[src/rtl/key_pkg.sv]
// rtl/key_pkg.sv - shared types and constants for the push-button front-end
// Contents:
//   key_state_e  : one-hot per-channel debounce/long-press state
//   KEY_RELEASED : synchronised level of a key that is not pressed (keys are active-low)
//   cnt_width()  : counter width covering the longer of the long-press and repeat periods
package key_pkg;

    typedef enum logic [4:0] {
        IDLE     = 5'b00001,
        PRESS_DB = 5'b00010,
        PRESSED  = 5'b00100,
        HOLD     = 5'b01000,
        REL_DB   = 5'b10000
    } key_state_e;

    localparam logic KEY_RELEASED = 1'b1;

    function automatic int cnt_width(input int long_cnt, input int repeat_cnt);
        int m;
        m = (long_cnt > repeat_cnt) ? long_cnt : repeat_cnt;
        return ($clog2(m) < 1) ? 1 : $clog2(m);
    endfunction

endpackage

[src/rtl/key_pulse_gen_if.sv]
// rtl/key_pulse_gen_if.sv - key bundle between the raw buttons and their consumers
// Signals (all KEY_NUM wide):
//   key_in    : raw active-low keys (driven by the board side / master)
//   key_pulse : one-cycle press strobe per key
//   key_level : debounced pressed level (1 = pressed)
//   key_long  : long-press flag
// Modports: master drives key_in and observes the rest; slave is the debouncer.
interface key_pulse_gen_if #(
    parameter int KEY_NUM = 3
);
    logic [KEY_NUM-1:0] key_in;
    logic [KEY_NUM-1:0] key_pulse;
    logic [KEY_NUM-1:0] key_level;
    logic [KEY_NUM-1:0] key_long;

    modport master (output key_in, input key_pulse, input key_level, input key_long);
    modport slave  (input key_in, output key_pulse, output key_level, output key_long);
endinterface

[src/rtl/key_channel.sv]
// rtl/key_channel.sv - one key: 2-FF synchroniser, debounce/long-press FSM, counter
// Ports:
//   clk, rst_n    : clock, asynchronous active-low reset
//   key_raw_i     : raw asynchronous active-low key
//   key_pulse_o   : one-cycle press strobe (also on each auto-repeat wrap)
//   key_level_o   : debounced pressed level
//   key_long_o    : high while held beyond LONG_CNT
// Optional feature macro: KEY_AUTO_REPEAT_EN (auto-repeat pulses while in HOLD).
module key_channel
    import key_pkg::*;
#(
    parameter int DEBOUNCE_CNT = 20000,
    parameter int LONG_CNT     = 1000000,
    parameter int REPEAT_CNT   = 200000
) (
    input  logic clk,
    input  logic rst_n,
    input  logic key_raw_i,
    output logic key_pulse_o,
    output logic key_level_o,
    output logic key_long_o
);

    localparam int CW = cnt_width(LONG_CNT, REPEAT_CNT);
    localparam logic [CW-1:0] CNT_ONE   = CW'(1);
    localparam logic [CW-1:0] DB_LAST   = CW'(DEBOUNCE_CNT - 1);
    localparam logic [CW-1:0] LONG_LAST = CW'(LONG_CNT - 1);
`ifdef KEY_AUTO_REPEAT_EN
    localparam logic [CW-1:0] REP_LAST  = CW'(REPEAT_CNT - 1);
`endif

    logic          sync1_q;
    logic          sync2_q;
    key_state_e    state_q;
    logic [CW-1:0] cnt_q;
    logic          pulse_q;
    logic          level_q;
    logic          long_q;
    logic          released;

    // Synchroniser resets to "released" so a held key after reset is seen as a new press.
    always_ff @(posedge clk or negedge rst_n) begin
        if (!rst_n) begin
            sync1_q <= KEY_RELEASED;
            sync2_q <= KEY_RELEASED;
        end else begin
            sync1_q <= key_raw_i;
            sync2_q <= sync1_q;
        end
    end

    assign released = (sync2_q == KEY_RELEASED);

    always_ff @(posedge clk or negedge rst_n) begin
        if (!rst_n) begin
            state_q <= IDLE;
            cnt_q   <= '0;
            pulse_q <= 1'b0;
            level_q <= 1'b0;
            long_q  <= 1'b0;
        end else begin
            pulse_q <= 1'b0;
            case (state_q)
                IDLE: begin
                    if (!released) begin
                        state_q <= PRESS_DB;
                        cnt_q   <= '0;
                    end
                end
                PRESS_DB: begin
                    if (released) begin
                        state_q <= IDLE;
                        cnt_q   <= '0;
                    end else if (cnt_q == DB_LAST) begin
                        state_q <= PRESSED;
                        cnt_q   <= '0;
                        pulse_q <= 1'b1;
                        level_q <= 1'b1;
                    end else begin
                        cnt_q <= cnt_q + CNT_ONE;
                    end
                end
                PRESSED: begin
                    if (released) begin
                        state_q <= REL_DB;
                        cnt_q   <= '0;
                    end else if (cnt_q == LONG_LAST) begin
                        state_q <= HOLD;
                        cnt_q   <= '0;
                        long_q  <= 1'b1;
                    end else begin
                        cnt_q <= cnt_q + CNT_ONE;
                    end
                end
                HOLD: begin
                    if (released) begin
                        state_q <= REL_DB;
                        cnt_q   <= '0;
                        long_q  <= 1'b0;
                    end else begin
`ifdef KEY_AUTO_REPEAT_EN
                        if (cnt_q == REP_LAST) begin
                            cnt_q   <= '0;
                            pulse_q <= 1'b1;
                        end else begin
                            cnt_q <= cnt_q + CNT_ONE;
                        end
`else
                        cnt_q <= '0;
`endif
                    end
                end
                REL_DB: begin
                    // A re-press during release debounce is a glitch: back to PRESSED
                    // without a pulse, and the long-press timer starts over.
                    if (!released) begin
                        state_q <= PRESSED;
                        cnt_q   <= '0;
                    end else if (cnt_q == DB_LAST) begin
                        state_q <= IDLE;
                        cnt_q   <= '0;
                        level_q <= 1'b0;
                    end else begin
                        cnt_q <= cnt_q + CNT_ONE;
                    end
                end
                default: begin
                    state_q <= IDLE;
                    cnt_q   <= '0;
                end
            endcase
        end
    end

    assign key_pulse_o = pulse_q;
    assign key_level_o = level_q;
    assign key_long_o  = long_q;

endmodule

[src/rtl/key_pulse_gen.sv]
// rtl/key_pulse_gen.sv - synchronise and debounce KEY_NUM push-buttons into pulses/levels/long flags
// Ports:
//   clk, rst_n : clock, asynchronous active-low reset
//   bus        : key_pulse_gen_if.slave (key_in in; key_pulse, key_level, key_long out)
// key_pulse[0] feeds the setting-mode enable; key_pulse[1]/[2] are the up/down strobes.
// Optional feature macro: KEY_AUTO_REPEAT_EN (auto-repeat while a key is held long).
module key_pulse_gen #(
    parameter int KEY_NUM      = 3,
    parameter int DEBOUNCE_CNT = 20000,
    parameter int LONG_CNT     = 1000000,
    parameter int REPEAT_CNT   = 200000
) (
    input logic              clk,
    input logic              rst_n,
    key_pulse_gen_if.slave   bus
);

    logic [KEY_NUM-1:0] pulse_w;
    logic [KEY_NUM-1:0] level_w;
    logic [KEY_NUM-1:0] long_w;

    for (genvar i = 0; i < KEY_NUM; i++) begin : g_ch
        key_channel #(
            .DEBOUNCE_CNT (DEBOUNCE_CNT),
            .LONG_CNT     (LONG_CNT),
            .REPEAT_CNT   (REPEAT_CNT)
        ) u_ch (
            .clk         (clk),
            .rst_n       (rst_n),
            .key_raw_i   (bus.key_in[i]),
            .key_pulse_o (pulse_w[i]),
            .key_level_o (level_w[i]),
            .key_long_o  (long_w[i])
        );
    end

    assign bus.key_pulse = pulse_w;
    assign bus.key_level = level_w;
    assign bus.key_long  = long_w;

endmodule
[src/flat_wrapper.sv]
// flat-port wrapper written by rule: the top's interface ports become plain ports
module key_pulse_gen_flat 
#(
    parameter int KEY_NUM      = 3,
    parameter int DEBOUNCE_CNT = 20000,
    parameter int LONG_CNT     = 1000000,
    parameter int REPEAT_CNT   = 200000
)
  (clk, rst_n, bus_key_in, bus_key_pulse, bus_key_level, bus_key_long);
  key_pulse_gen_if #(.KEY_NUM(KEY_NUM)) bus_i ();
  input logic clk;
  input logic rst_n;
  input wire logic [$bits(bus_i.key_in)-1:0] bus_key_in;
  output wire logic [$bits(bus_i.key_pulse)-1:0] bus_key_pulse;
  output wire logic [$bits(bus_i.key_level)-1:0] bus_key_level;
  output wire logic [$bits(bus_i.key_long)-1:0] bus_key_long;
  assign bus_i.key_in = bus_key_in;
  assign bus_key_pulse = bus_i.key_pulse;
  assign bus_key_level = bus_i.key_level;
  assign bus_key_long = bus_i.key_long;
  key_pulse_gen #(.KEY_NUM(KEY_NUM), .DEBOUNCE_CNT(DEBOUNCE_CNT), .LONG_CNT(LONG_CNT), .REPEAT_CNT(REPEAT_CNT)) u_core (.clk(clk), .rst_n(rst_n), .bus(bus_i));
endmodule
[config.mk]
export PLATFORM = sky130hd
export DESIGN_NAME = key_pulse_gen_flat
export DESIGN_NICKNAME = d
export VERILOG_FILES = /design/src/rtl/key_pkg.sv /design/src/rtl/key_pulse_gen_if.sv /design/src/rtl/key_channel.sv /design/src/rtl/key_pulse_gen.sv /design/src/flat_wrapper.sv
export SDC_FILE = /design/constraint.sdc
export NUM_CORES = 1
export LEC_CHECK = 0
export BUFFER_PORTS_ARGS = -buffer_cell sky130_fd_sc_hd__buf_4
export CAP_MARGIN = 25
export CORE_MARGIN = 2
export CORE_UTILIZATION = 28
export DETAILED_ROUTE_END_ITERATION = 12
export SLEW_MARGIN = 20
export SYNTH_ARGS = -nofsm -noshare
export SYNTH_HDL_FRONTEND = slang
export SYNTH_SLANG_ARGS = --single-unit
export TNS_END_PERCENT = 10
[constraint.sdc]
create_clock -name clk -period 2.7 [get_ports clk]
set_input_delay 0.405 -clock clk [delete_from_list [all_inputs] [get_ports clk]]
set_output_delay 0.405 -clock clk [all_outputs]
set_load 0.03 [all_outputs]
---- Word level (Yosys, flattened, before mapping) ----
Index checks and enable logic that the tools add are counted.
word-level totals
  register bits ........................... 90
  input bits .............................. 5
  output and inout port bits .............. 9
  word-level logic and storage cells ...... 177
operators by class
  add/sub/neg operators ................... 3
  muxes and demuxes ....................... 84
  reductions and logical operators ........ 15
  equality and inequality tests ........... 54
operators by type and width
  cell                   count
  $mux 20                18
  $pmux 20 s4            3
  $mux 5                 24
  $pmux 5 s5             3
  $add 20x1->20 const B  3
  $eq 20x15->1 const B   3
  $eq 20x20->1 const B   3
  $ne 2x2->1 const B     24
  $mux 1                 30
  $reduce_and 5->1       6
  $ne 3x3->1 const B     9
  $eq 5x1->1 const B     3
  $eq 5x2->1 const B     3
  $eq 5x3->1 const B     3
  $eq 5x4->1 const B     3
  $eq 5x5->1 const B     3
  $pmux 1 s2             6
  $reduce_and 4->1       3
  $reduce_bool 2->1      6

---- Longest topological paths before layout ----
Gate-level depths: netlist of the first run.
  depth in word-level cells ............... 4
  mapped depth ............................ 8

---- By module ----
From an unflattened synthesis of the first run, not the netlist that was laid out.
second synthesis, totals
  cell total of the unflattened synthesis .. 584
  area, all modules ....................... 5,323.9 um^2
modules (own cells, without submodules)
  module                                  instances  cells each  area each (um^2)  sequential area each (um^2)
  key_channel at u_core.g_ch[0].u_ch ...  2          198         1,766.7           754.5
  key_channel at u_core.g_ch[2].u_ch      1          188         1,790.5           754.5

---- Least setup slack after synthesis of the first run ----
Ideal clock, no wire load.
  path type ............................... register to register
  from .................................... reg u_core.g_ch[2].u_ch.cnt_q[5]
  to ...................................... reg u_core.g_ch[2].u_ch.cnt_q[10]
  path buffers ............................ 1
  cell stages (with the launch flop) ...... 7
  slack ................................... 0.693 ns
  arrival ................................. 1.872 ns
  cells stage by stage .................... dfrtp_1 -> or4_1 -> nor4_2 -> a21oi_1 -> clkbuf_1 -> o211ai_1 -> o211ai_1
between the ends
  cells in the longest elaborated chain, start to end .. 4
RTL lines
  what                                   line                                                      RTL
  start: declaration                     key_channel.sv:35                                         logic [CW-1:0] cnt_q;
  start signal: assignment               key_channel.sv:80                                         cnt_q <= cnt_q + CNT_ONE;
  start signal: assignment               key_channel.sv:92                                         cnt_q <= cnt_q + CNT_ONE;
  start signal: assignment               key_channel.sv:124                                        cnt_q <= cnt_q + CNT_ONE;
  $add 20x1->20 (tied with other cells)  key_channel.sv:80, key_channel.sv:92, key_channel.sv:124
  $mux 20 (on tied branches)             key_channel.sv:74, key_channel.sv:119, key_channel.sv:87
  $mux 20 (on tied branches)             key_channel.sv:116, key_channel.sv:71, key_channel.sv:84
  $pmux 20 s4 (*)                        key_channel.sv:63                                         case (state_q)
Every way passes the cells marked *; elsewhere a longest branch is shown, timed or not.
A chain may end at the register's enable or synchronous reset.

---- Worst setup path in the final report of the first run ----
  from .................................... reg u_core.g_ch[1].u_ch.cnt_q[16]
  to ...................................... reg u_core.g_ch[1].u_ch.cnt_q[6]
between the ends
  cells in the longest elaborated chain, start to end .. 4
RTL lines
  what                                                 line
  start: declaration                                   key_channel.sv:35
  start signal: assignment                             key_channel.sv:80
  start signal: assignment                             key_channel.sv:92
  start signal: assignment                             key_channel.sv:124
  $eq 20x15->1 / $eq 20x20->1 (equally long branches)  key_channel.sv:74, key_channel.sv:119, key_channel.sv:87
  $mux 20 (on tied branches)                           key_channel.sv:74, key_channel.sv:119, key_channel.sv:87
  $mux 20 (on tied branches)                           key_channel.sv:116, key_channel.sv:71, key_channel.sv:84
  $pmux 20 s4 (*)                                      key_channel.sv:63
Marks and branches as above.

==> results.yml, run 1 <==
run_status:
  outcome: "finished clean"
routing:
  drt_wl_total_um: 11300
  drt_drc_violations_left: 0
  ant_nets: 0
  firstDrtPassIters: 5
  wl_per_cell_um: 13.9
  drt_iter0_markers: 253
  vias: 4189
  viasPerCell: 5.13
sta:
  max_freq_ghz: 0.406
  period_minus_slack_ns: 2.46
  skew_ns: 0.00832
  setup_viol: 0
  postLayoutSetupSlackWorst_ns: 0.237
  hold_viol_final: 0
  worst_slew_pin_slew_ns: 1.02
  slew_headroom_pct: 31.7
  slew_viol_final: 0
  timing.final.crit_share_pct: 91.2
  rsz0062_at_grt: "no"
  setup_tns_ns: 0
global_route:
  grt-ovfl-total: 0
  grt_pass1_vias: 3973
  antenna_found_initial: 0
  grt_max_degree: 42
  grt_first_pass_wirelength_um: 19800
  grtUsageTotal_pct: 12.2
synthesis:
  seq_area_frac_synth_pct: 43.5
  synth_edf_count: 0
  async_flop_share_pct: 100
  synth_flop_cell: "dfrtp_1"
  synth_warnings: 0
  synth.distinct_cells: 65
  ys_ff_latch: 90
  synth_nets: 591
  synth.avg_cell_area_um2: 8.92
  netlist_area_um2: 5200
  synthCells: 583
flow_run:
  max-cap-violations: 0
cells_and_area:
  drive_gt1_share_pct: 11.9
  final_cells: 817
  diodes: 0
  fin_nets: 591
  multi_input_area_um2: 2700
  area_delta_synth_final_pct: 11.3
  n_fill_cell: 1857
  seq_area_um2: 2260
clocking:
  clk_latency_ns: 0.35
  clock_sinks: 90
  root_buffer: "clkbuf_16"
  cts_setup_buffers: 0
  h-tree-depth: 3
  cts_buffers: 9
  ctsHoldBuffers: 0
  cts_tree: "done"
  ctsResizeCount: 0
  clockBufferDepth: 2
  path_clk_slew_ns: 0.07
floorplanning:
  die_area_um2: 19700
  die_w_um: 140
  fp-row-count: 49
  io-pin-count: 14
  fp.dieH_um: 140
  coreArea_um2: 18100
  start_util_pct: 28.8
critical_path:
  end_kind: "register"
  worst_setup_path_start_kind: "register"
  crit_arrival_ns: 2.65
  critPathRequiredTime_ns: 2.88
  criticalPathCategory: "reg -> reg"
  critical_path_peak_fanout: 13
power_and_ir_drop:
  peakVddDrop_uv: 277
  p_leak_nw: 2.31
  p_per_area_nw_per_um2: 569
  fin_total_pwr_mw: 3.30
placement:
  hpwlAfterDp_um: 7780
  io_buffers: 13
  place_congestion: 0.838
  preCtsSetupSlack_ns: 0.203
  place_inst: 801
hold_path:
  hold_path.class: "in -> async"
-- cells by family after synthesis --
kind of cell / after synthesis / synth area share [%]
AO/OA/AOI/OAI: 140 / 17.2
AND/OR/NAND/NOR: 259 / 27.5
adder cells (fa/ha/maj): 3 / 0.722
buffers and inverters: 54 / 4.67
flip-flops: 90 / 43.5
XOR/XNOR: 32 / 5.39
multiplexers: 5 / 0.962
-- layout by cell type (no fill, tap or decap), types with 4 or more instances in the layout --
| cell type | n |
|---|---|
| xnor2_1 | 22 |
| a31oi_1 | 4 |
| nand2_1 | 64 |
| a22oi_1 | 4 |
| nor4_1 | 11 |
| a21oi_1 | 37 |
| nor2_1 | 32 |
| inv_1 | 17 |
| and3_1 | 13 |
| dfstp_2 | 9 |
| nor3_1 | 27 |
| nor2b_1 | 12 |
| nor3b_1 | 6 |
| mux2i_1 | 5 |
| nand2b_1 | 6 |
| or4_1 | 5 |
| or2_2 | 5 |
| o21ai_0 | 35 |
| or3_1 | 5 |
| nand3_1 | 22 |
| nand4b_1 | 5 |
| dfrtp_1 | 81 |
| o22ai_1 | 7 |
| xor2_1 | 10 |
| o21bai_1 | 4 |
| buf_4 | 26 |
| nand4_1 | 14 |
| o21ai_1 | 5 |
| and2_1 | 7 |
| clkbuf_16 | 9 |
| o211ai_1 | 15 |
| nor4b_1 | 4 |
-- power by group --
group | leakage [nW] | switching [mW] | internal, mW
registers | 1.22 | 0.105 | 1.43
logic | 0.951 | 0.354 | 0.187
clock network | 0.140 | 0.564 | 0.659
total | 2.31 | 1.02 | 2.27
-- flip-flops by register name, summed over array words and instances (netlist names) --
name,flops
u_core.g_ch.u_ch.state_q,15
u_core.g_ch.u_ch.sync1_q,3
u_core.g_ch.u_ch.cnt_q,60
u_core.g_ch.u_ch.released,3
u_core.g_ch.u_ch.key_level_o,3
u_core.g_ch.u_ch.key_long_o,3
u_core.g_ch.u_ch.key_pulse_o,3
-- critical path, cell delays in order, from the launching register on --
cell      delay [ns]
dfrtp_1         0.42
or4_1           0.58
nor3_2          0.24
a21oi_1         0.12
nor2_1          0.70
o221ai_1        0.24
-- per-layer routing --
metal	share of wire [%]	GRT usage, %	up-vias
met3	3.4	2.70	14
met2	45	18.9	66
met1	50	16.9	1995
met4	1.5	4.36	0
li1	-	-	2114
met5	0	0	-
-- stage by stage --
step / hold WS (ns) / utilization (%) / area (um2)
6_report: 0.0497 / 32.0 / 5790
5_1_grt: 0.0815 / 32.0 / 5790
4_1_cts: 0.0618 / 32.0 / 5790
2_1_floorplan: 0.109 / - / 5200
3_5_place_dp: 0.350 / 30.4 / 5500
3_3_place_gp: 0.346 / 30.4 / 5500
-- layout make-up --
| type | instances | share of cell area [%] |
|---|---|---|
| sequential | 90 | 39.1 |
| clock buffer | 10 | 4.13 |
| multi-input combinational | 439 | 46.5 |
| clock inverter | 6 | 0.821 |
| timing repair buffer | 26 | 3.37 |
| inverter | 17 | 1.10 |
| tap | 229 | 4.95 |
-- worst paths after layout --
check / start / end / slack (ns) / depth (start not counted)
min in group clk: bus_key_in[1] / u_core.g_ch[1].u_ch.sync1_q$_DFF_PN1_ / 0.16 / 1
setup reg to reg: u_core.g_ch[1].u_ch.cnt_q[16]$_DFFE_PN0N_ / u_core.g_ch[1].u_ch.cnt_q[6]$_DFFE_PN0N_ / 0.24 / 5
max in group asynchronous: rst_n / u_core.g_ch[0].u_ch.released$_DFF_PN1_ / 1.91 / 2
hold / removal: rst_n / u_core.g_ch[2].u_ch.cnt_q[7]$_DFFE_PN0P_ / 0.05 / 1
hold reg to reg: u_core.g_ch[2].u_ch.sync1_q$_DFF_PN1_ / u_core.g_ch[2].u_ch.released$_DFF_PN1_ / 0.36 / 0
setup / recovery: u_core.g_ch[1].u_ch.cnt_q[16]$_DFFE_PN0N_ / u_core.g_ch[1].u_ch.cnt_q[6]$_DFFE_PN0N_ / 0.24 / 5
-- Yosys cell counts, types with 5 or more instances --
master | instances | share of area (%)
nand3_1 | 22 | 2.1
or2_2 | 5 | 0.60
buf_2 | 5 | 0.48
xnor2_1 | 22 | 3.7
nor2_1 | 32 | 2.3
clkbuf_1 | 22 | 1.6
o211ai_1 | 15 | 2.2
and2_1 | 7 | 0.84
nor3b_1 | 6 | 0.87
dfstp_2 | 9 | 4.5
nor2b_1 | 12 | 1.4
nand4_1 | 14 | 1.7
o21ai_1 | 5 | 0.48
or3_1 | 5 | 0.60
o22ai_1 | 7 | 0.84
inv_1 | 17 | 1.2
or4_1 | 5 | 0.72
nand4b_1 | 5 | 0.84
and3_1 | 13 | 1.6
a21oi_1 | 37 | 3.6
o21ai_0 | 35 | 3.4
dfrtp_1 | 81 | 39
buf_4 | 9 | 1.3
nor3_1 | 27 | 2.6
nor4_1 | 11 | 1.3
nand2b_1 | 6 | 0.72
nand2_1 | 64 | 4.6
mux2i_1 | 5 | 0.96
xor2_1 | 10 | 1.7
No activity file was read; power rests on OpenSTA's default activity.
==> inputs of run 2 (changes only) <==
SYNTH_HIERARCHICAL = 1   (was unset)
==> results.yml, run 2 <==
synthesis:
  synthCells: 584
  synth_common_cells: "dfrtp_1, nand2_1, nor2_1"
  yosysTopAreaCellShare_pct: 38.1
  yosys.area.top_type: "dfrtp_1"
  synth_nets: 592
  synth_flop_cell: "dfrtp_1"
  synth_warnings: 6
  ys_ff_latch: 90
  synth_edf_count: 0
  yosysMostFrequentCell: "dfrtp_1"
  synth.distinct_cells: 60
  synthTopCellsByArea: "dfrtp_1, xor2_1, nand2_1"
  async_flop_share_pct: 100
  seq_area_frac_synth_pct: 42.5
  synth.avg_cell_area_um2: 9.12
  netlist_area_um2: 5320
sta:
  setup_viol: 0
  period_minus_slack_ns: 2.27
  slew_viol_final: 0
  slew_headroom_pct: 41.3
  worst_slew_pin_slew_ns: 0.876
  rsz0062_at_grt: "no"
  max_freq_ghz: 0.441
  setup_tns_ns: 0
  timing.final.crit_share_pct: 84.0
  skew_ns: 0.00640
  hold_viol_final: 0
global_route:
  grt_max_degree: 62
  grt_first_pass_wirelength_um: 19900
  grt-ovfl-total: 0
  grt_pass1_vias: 4087
  grtUsageTotal_pct: 12.1
  antenna_found_initial: 0
cells_and_area:
  largest_reg_flops: 60
  top_register: "u_core/g_ch.u_ch/cnt_q"
  fin_nets: 589
  area_delta_synth_final_pct: 12.1
  final_cell_mix: "dfrtp_1, nand2_1, nor2_1"
  diodes: 0
  layout_commonest_cell: "dfrtp_1"
  drive_gt1_share_pct: 13.5
  reg_top3: "u_core/g_ch.u_ch/cnt_q x60, u_core/g_ch.u_ch/state_q x15"
  n_fill_cell: 1901
floorplanning:
  start_util_pct: 28.5
  fp-row-count: 50
  die_area_um2: 20100
  io-pin-count: 14
  die_w_um: 142
  fp.dieH_um: 142
  coreArea_um2: 18700
critical_path:
  crit_arrival_ns: 2.47
  end_kind: "register"
  critPathRequiredTime_ns: 2.90
  critical_path_peak_fanout: 7
  criticalPathCategory: "reg -> reg"
  worst_setup_path_start_kind: "register"
hold_path:
  hold_path.class: "in -> reg"
clocking:
  clockBufferDepth: 2
  root_buffer: "clkbuf_16"
  path_clk_slew_ns: 0.06
  ctsResizeCount: 0
  cts_tree: "done"
  cts_buffers: 9
  clk_latency_ns: 0.35
  h-tree-depth: 3
  clock_sinks: 90
routing:
  drt_drc_violations_left: 0
  firstDrtPassIters: 4
  vias: 4288
  viasPerCell: 5.23
  drt_wl_total_um: 11600
  ant_nets: 0
  drt_iter0_markers: 365
  wl_per_cell_um: 14.2
placement:
  hpwlAfterDp_um: 7990
  io_buffers: 13
  place_congestion: 0.853
power_and_ir_drop:
  p_leak_nw: 2.28
  peakVddDrop_uv: 319
  fin_total_pwr_mw: 3.68
  p_per_area_nw_per_um2: 617
run_status:
  outcome: "finished clean"
flow_run:
  max-cap-violations: 0
-- run 2: cell types whose count changed in the layout (fill, tap and decap cells not counted), moves of 9 or more --
cell     previous run  this run
xnor2_1            22         3
nand3_1            22        37
a21oi_2             0        12
inv_1              17         8
o21ai_0            35        26
nor2_1             32        47
a21oi_1            37        16
xor2_1             10        32
-- run 2: final timing paths --
check / start / to / slack [ns] / cells after the start
worst max-delay path: u_core/g_ch[1].u_ch/cnt_q[5]$_DFFE_PN0P_ / u_core/g_ch[1].u_ch/cnt_q[3]$_DFFE_PN0P_ / 0.43 / 5
worst min-delay path: bus_key_in[1] / u_core/g_ch[1].u_ch/sync1_q$_DFF_PN1_ / 0.16 / 1
worst max register to register: u_core/g_ch[1].u_ch/cnt_q[5]$_DFFE_PN0P_ / u_core/g_ch[1].u_ch/cnt_q[3]$_DFFE_PN0P_ / 0.43 / 5
worst min register to register: u_core/g_ch[1].u_ch/sync1_q$_DFF_PN1_ / u_core/g_ch[1].u_ch/released$_DFF_PN1_ / 0.36 / 0
max in group asynchronous: rst_n / u_core/g_ch[2].u_ch/state_q[0]$_DFFE_PN1P_ / 1.48 / 3
min in group asynchronous: rst_n / u_core/g_ch[2].u_ch/cnt_q[18]$_DFFE_PN0P_ / 0.53 / 2
-- run 2: stage by stage --
stage	utilization, %	instance area [um2]	instances	hold WS (ns)	setup WS [ns]
floorplan	-	5320	584	0.109	0.653
global placement	30.0	5600	803	0.346	0.484
detailed placement	30.0	5600	803	0.347	0.429
CTS	31.9	5970	820	0.149	0.423
global route	31.9	5970	820	0.150	0.219
finish	31.9	5970	820	0.163	0.432
-- run 2: logic make-up after synthesis --
| group | count (synthesis) | share of synthesized area [%] |
|---|---|---|
| buffers and inverters | 43 | 3.88 |
| DFF | 90 | 42.5 |
| xor gates and xnor gates | 35 | 5.76 |
| adders and majority gates | 3 | 0.705 |
| AOI/OAI and AO/OA | 114 | 15.4 |
| muxes | 3 | 0.588 |
| and+or+nand+nor | 296 | 31.1 |
-- run 2: repair_timing --
action	in CTS	in global routing
setup buffers	0	0
endpoints found under the hold margin	24	0
hold buffers	1	0
-- run 2: critical path: stages, from the launching register on --
cell and delay (ns):
dfrtp_1 0.44, or4_4 0.57, nor3_4 0.26, a21oi_1 0.24, nor2_1 0.42, o221ai_1 0.20
-- run 2: final cells by class --
cell class,instances,area [um2],area share (%)
Clock buffer,10,239,4.01
Clock inverter,6,114,1.91
Inverter,8,30.0,0.503
Multi-Input combinational cell,451,2850,47.8
Sequential cell,90,2260,37.9
Tap cell,234,293,4.91
Timing Repair Buffer,21,173,2.89
-- run 2: layer usage --
metal	track usage [%]	routed length, um	vias up	share of wire [%]
met4	5.63	174	0	1.5
met5	0	0	-	0
met3	1.72	458	15	3.9
li1	-	-	2120	-
met2	18.9	5320	82	46
met1	16.7	5670	2071	49
-- run 2: report_power, final --
group / total [mW] / internal, mW / leakage, nW / switching, mW
clock network: 1.47 / 0.931 / 0.165 / 0.536
logic: 0.659 / 0.245 / 0.900 / 0.414
registers: 1.56 / 1.44 / 1.22 / 0.122
total: 3.68 / 2.61 / 2.28 / 1.07
